**src/rtl/a_logic_stage.sv**
```systemverilog
// ----------------------------------------------------------------------------
// a_logic_stage
//   Clocked bundled-data logic stage for the four-phase handshake pipeline.
//   On the capture edge it registers f(d_i) into d_o. r_o is raised T cycles
//   later. The stage waits for a_o, and then for r_i and a_o to both return
//   to idle before it drops a_i.
//
// Parameters
//   N     data width (1..1024)
//   T     cycles from capture edge to r_o assertion (1..255)
//   Rpol  idle level of r_i, a_i, r_o and a_o; the active level is ~Rpol
//   OP    0 NOT, 1 BUF, 2 XOR K, 3 AND K, 4 OR K; any other value acts as NOT
//   K     constant operand for OP 2..4
//
// Ports
//   clk   in   clock, rising edge
//   rst   in   asynchronous reset, active high
//   r_i   in   upstream request
//   a_i   out  upstream acknowledge (registered)
//   d_i   in   upstream data, valid while r_i is active
//   r_o   out  downstream request (registered)
//   a_o   in   downstream acknowledge
//   d_o   out  downstream data (registered, changes only on capture or reset)
//   busy  out  high whenever the stage is not idle
// ----------------------------------------------------------------------------
module a_logic_stage #(
    parameter int unsigned N    = 32'd1,
    parameter int unsigned T    = 32'd2,
    parameter bit          Rpol = 1'b0,
    parameter int unsigned OP   = 32'd0,
    parameter logic [N-1:0] K   = {N{1'b1}}
) (
    input  logic         clk,
    input  logic         rst,
    input  logic         r_i,
    output logic         a_i,
    input  logic [N-1:0] d_i,
    output logic         r_o,
    input  logic         a_o,
    output logic [N-1:0] d_o,
    output logic         busy
);

    typedef enum logic [1:0] {StIdle, StDelay, StReq, StRtz} state_e;

    localparam logic [7:0] TCnt = 8'(T);

    state_e       r_state;
    state_e       w_state_next;
    logic [7:0]   r_count;
    logic [7:0]   w_count_next;
    logic         r_a_i;
    logic         r_r_o;
    logic [N-1:0] r_d_o;

    logic         w_req;
    logic         w_ack;
    logic         w_capture;
    logic         w_a_i_act;
    logic         w_r_o_act;
    logic [N-1:0] w_f;

    // Polarity-normalised handshake inputs: 1 means "active".
    assign w_req = (r_i != Rpol);
    assign w_ack = (a_o != Rpol);

    // Bitwise transform selected at elaboration time.
    always_comb begin
        case (OP)
            32'd1:   w_f = d_i;
            32'd2:   w_f = d_i ^ K;
            32'd3:   w_f = d_i & K;
            32'd4:   w_f = d_i | K;
            default: w_f = ~d_i;
        endcase
    end

    // State, counter and registered outputs.
    always_ff @(posedge clk or posedge rst) begin
        if (rst) begin
            r_state <= StIdle;
            r_count <= 8'd0;
            r_a_i   <= Rpol;
            r_r_o   <= Rpol;
            r_d_o   <= '0;
        end else begin
            r_state <= w_state_next;
            r_count <= w_count_next;
            r_a_i   <= w_a_i_act ? ~Rpol : Rpol;
            r_r_o   <= w_r_o_act ? ~Rpol : Rpol;
            if (w_capture) begin
                r_d_o <= w_f;
            end
        end
    end

    // Next-state logic.
    always_comb begin
        w_state_next = r_state;
        w_count_next = r_count;
        case (r_state)
            StIdle: begin
                if (w_req) begin
                    w_state_next = StDelay;
                    w_count_next = TCnt;
                end
            end
            StDelay: begin
                w_count_next = r_count - 8'd1;
                // count==1 on this edge makes r_o active exactly T edges after capture
                if (r_count == 8'd1) begin
                    w_state_next = StReq;
                end
            end
            StReq: begin
                if (w_ack) begin
                    w_state_next = StRtz;
                end
            end
            StRtz: begin
                // a_i is only released once both neighbours are back to idle
                if (!w_req && !w_ack) begin
                    w_state_next = StIdle;
                end
            end
            default: begin
                w_state_next = StIdle;
            end
        endcase
    end

    // Output decode. a_i/r_o are registered from the next state so they
    // leave the flops glitch-free and line up with the state change.
    always_comb begin
        w_capture = (r_state == StIdle) && w_req;
        w_a_i_act = (w_state_next != StIdle);
        w_r_o_act = (w_state_next == StReq);
        busy      = (r_state != StIdle);
    end

    assign a_i = r_a_i;
    assign r_o = r_r_o;
    assign d_o = r_d_o;

endmodule
```
**config.mk**
```make
export PLATFORM = sky130hd
export DESIGN_NAME = a_logic_stage
export DESIGN_NICKNAME = d
export VERILOG_FILES = /design/src/rtl/a_logic_stage.sv
export SDC_FILE = /design/constraint.sdc
export NUM_CORES = 1
export LEC_CHECK = 0
export BUFFER_PORTS_ARGS = -buffer_cell sky130_fd_sc_hd__buf_2
export CAP_MARGIN = 20
export CELL_PAD_IN_SITES_DETAIL_PLACEMENT = 2
export CELL_PAD_IN_SITES_GLOBAL_PLACEMENT = 2
export CORE_MARGIN = 1
export CORE_UTILIZATION = 34
export DETAILED_ROUTE_END_ITERATION = 7
export PLACE_DENSITY_LB_ADDON = 0.12
export SYNTH_ARGS = -nofsm -noshare
export SYNTH_HDL_FRONTEND = slang
export SYNTH_SLANG_ARGS = --single-unit
```
**constraint.sdc**
```tcl
create_clock -name clk -period 1.59 [get_ports clk]
set_clock_uncertainty 0.1 [all_clocks]
set_input_delay 0.318 -clock clk [delete_from_list [all_inputs] [get_ports clk]]
set_output_delay 0.318 -clock clk [all_outputs]
set_load 0.05 [all_outputs]
```
==> summary.md <==
| Metric | Value |
|---|---|
| Status | `finished clean` |
| MaxCap Viol Count | `0` |
| H-tree levels | `1` |
| Area of the die | `2130 µm²` |
| Global-route congestion overflow total | `0` |
| DP Cell Count | `94` |
| Endpoints failing setup | `0` |
| Area growth from synthesis to layout | `17.3%` |
| Synthesis warning total | `0` |
| Tmin final | `1.55 ns` |
| Clock-pin slew on the worst setup and hold paths | `0.08 ns` |
| Syn_area_per_cell | `10.7 µm²` |
| RSZ-0062 raised after global routing | `false` |
| Pwr dens | `2120 nW/µm²` |
| Design Area, Final | `779 µm²` |
| Die height | `46.2 µm` |
| Cell count of the worst hold path | `2` |
| Startpoint Class | `flop` |
| Flops & latches, synth | `13` |
| Sequential area share after synthesis | `0.490` |
| Syn_nets | `69` |
| Cell Rows | `15` |
| Int Pwr | `914 µW` |
| Area after DPL | `721 µm²` |
| FF+latch area | `328 µm²` |
| Psw | `736 µW` |
| CP arrival | `1.14 ns` |
| DR iter-0 viols | `6` |
| Worst Reg-to-Reg Cells | `4` |
| Clock tree from TritonCTS | `built` |
| # diodes | `0` |
| Fmax | `643 MHz` |
| FF-to-FF End | `r_count[5]` |
| Crit-path cells | `or2_1, buf_4` |
| Clk_lat worst skew | `0.27 ns` |
| Critical path peak fanout | `3` |
| Pin count of the biggest net entering global routing | `14` |
| Least-Margin Pin Slew | `0.532 ns` |
| Relative slew slack | `0.645` |
| 1st-pass router iterations | `4` |
| DRC viols | `0` |
| Clock root cell | `clkbuf_4` |
| Fill cell count | `200` |
| Post-layout util | `0.437` |
| Layout cells sized above 1 | `0.276` |
| CP Class | `reg -> out` |
| Final WL | `1570 µm` |
| Die width | `46.2 µm` |
| Min-delay src | `d_i` |
| Final Hold Vio Count | `0` |
| Routed WL per cell | `15.5 µm` |
| Slowest CP cell | `dfrtp_2` |
| Vias per cell | `5.18` |
| Global-route wire length before repair | `2550 µm` |
| GRT Total Usage | `0.177` |
| Io pins | `9` |
| CP endpoint kind | `output port` |
| Hold Path End | `d_o` |
| Syn Inst Count | `62` |
| Sequential share of power | `0.363` |
| FF-to-FF Start | `r_state[1]` |
| Non-filler instance count after layout | `101` |
| Reg2Reg Setup Slack | `0.09 ns` |
| Synth cell types | `29` |
| HP Class | `in -> reg` |
| Vias in the first global route | `540` |
| Initial antenna violation count | `0` |
| CP bufs+invs | `1` |
| P_leak | `0.000375 µW` |
| Nets | `84` |
| Clock power share | `0.124` |
| Sink Count | `13` |
| Initial core utilization | `0.373` |
| Crit path max-delay family | `flip-flops` |
| CTS buffer count | `3` |
| Area of the multi-input gates | `304 µm²` |
| Switching Share | `0.446` |
| DP Wirelength | `1140 µm` |
| Fin crit share | `0.978` |
| Post-route ant nets | `0` |
| Via count | `523` |
| Setup TNS | `0 ns` |
| Worst vdd ir | `0.000978 V` |
| CTS max path bufs | `2` |
| Logic gate share of total power | `0.513` |
| Core area | `1780 µm²` |
| Synth Cell Area | `664 µm²` |
| Final GP Congestion | `0.773` |
| Number of port buffers | `8` |
| Largest stage delay on the critical path | `0.41 ns` |
| Crit path required time | `1.17 ns` |
| Pins Over Slew Limit | `0` |
==> routing by layer <==
metal / vias up / global-route usage / part of all wire
li1: 245 / - / -
met2: 9 / 0.301 / 0.51
met3: 2 / 0.0235 / 0.025
met1: 267 / 0.216 / 0.45
met4: 0 / 0.0882 / 0.012
met5: - / 0 / 0
==> through the flow <==
| step | total power, µW | hold WS [ns] | setup slack (ns) |
|---|---|---|---|
| after floorplan | 1220 | 0.0950 | 0.193 |
| after detailed placement | 1410 | 0.285 | 0.0732 |
| after global placement | 1370 | 0.284 | 0.150 |
| after global routing | 1780 | 0.109 | 0.00355 |
| final | 1650 | 0.117 | 0.0352 |
| after CTS | 1680 | 0.103 | 0.0251 |
==> registers in the layout, indices dropped and copies added, names as in the netlist <==
signal and cells:
a_i 1, d_o 1, r_count 8, r_o 1, r_state 2
==> worst register-to-register path: cells and delay by family, from the launching register on <==
family	cells	cell delay (ns)
muxes	1	0.08
and+or+nand+nor	2	0.63
DFF	1	0.41
buffers and inverters	1	0.16
==> timing repair <==
action | 4_1_cts | 5_1_grt
endpoints found under the hold margin | 13 | 0
hold buffers | 1 | 0
buffers inserted | 2 | 0
gates resized for setup | 3 | 1
endpoints found under the setup margin | 1 | 1
==> cell usage in the layout, fill, tap and decap left out, types with 2 or more instances in the layout <==
cell      Yosys  routed
o21ai_0       2       2
nand2b_1      2       2
nor2_1        3       3
nand2_1       7       7
mux2i_1       5       5
clkbuf_4      0       3
dfrtp_2       0       2
nand4b_1      2       2
dfrtp_1      13      11
buf_2         0       7
buf_4         0       4
nand4_1       2       2
inv_1         4       4
==> synthesized netlist by cell type <==
| cell type | instances | area share |
|---|---|---|
| a21o_1 | 1 | 0.011 |
| a21oi_1 | 1 | 0.0075 |
| a221o_1 | 1 | 0.015 |
| a22o_1 | 1 | 0.013 |
| a22oi_1 | 1 | 0.011 |
| and2b_1 | 1 | 0.011 |
| and3_1 | 1 | 0.0094 |
| buf_6 | 2 | 0.034 |
| dfrtp_1 | 13 | 0.49 |
| ha_1 | 2 | 0.038 |
| inv_1 | 4 | 0.023 |
| mux2_2 | 1 | 0.017 |
| mux2i_1 | 5 | 0.075 |
| nand2_1 | 7 | 0.040 |
| nand2b_1 | 2 | 0.019 |
| nand3_1 | 1 | 0.0075 |
| nand3b_1 | 1 | 0.011 |
| nand4_1 | 2 | 0.019 |
| nand4b_1 | 2 | 0.026 |
| nor2_1 | 3 | 0.017 |
| nor2_2 | 1 | 0.0094 |
| nor3_2 | 1 | 0.015 |
| nor4_1 | 1 | 0.0094 |
| o21ai_0 | 2 | 0.015 |
| o21ai_2 | 1 | 0.013 |
| o21bai_1 | 1 | 0.011 |
| o22ai_1 | 1 | 0.0094 |
| or2_1 | 1 | 0.0094 |
| or3b_1 | 1 | 0.013 |
==> worst max-delay path by stage <==
stage,startpoint,to,slack [ns],depth (start not counted)
2_1_floorplan,r_count[0],r_count[2],0.19,4
3_3_place_gp,r_count[0],r_count[2],0.15,4
3_5_place_dp,r_count[1],r_count[2],0.07,4
4_1_cts,r_state[1],busy,0.03,2
5_1_grt,r_count[1],r_state[0],0.004,4
6_report,r_state[1],busy,0.04,2
==> power by group through the flow <==
stage | registers (µW) | clock network [µW] | logic [µW]
6_report | 600 | 204 | 846
5_1_grt | 620 | 220 | 943
4_1_cts | 605 | 217 | 856
3_5_place_dp | 648 | 0 | 760
3_3_place_gp | 629 | 0 | 743
2_1_floorplan | 667 | 0 | 548
==> final cells by class <==
class / count / share of cell area
Clock buffer: 4 / 0.0337
Inverter: 4 / 0.0193
Multi-Input combinational cell: 43 / 0.390
Sequential cell: 13 / 0.421
Tap cell: 25 / 0.0401
Timing Repair Buffer: 12 / 0.0963
==> cell families after synthesis <==
logic type | after synthesis | share of synthesized area
buffers and inverters | 6 | 0.0565
multiplexers | 6 | 0.0923
flip-flops | 13 | 0.490
adder cells (fa/ha/maj) | 2 | 0.0377
AND/OR/NAND/NOR | 25 | 0.217
AO/OA/AOI/OAI | 10 | 0.107
No activity file was read; power rests on OpenSTA's default activity.
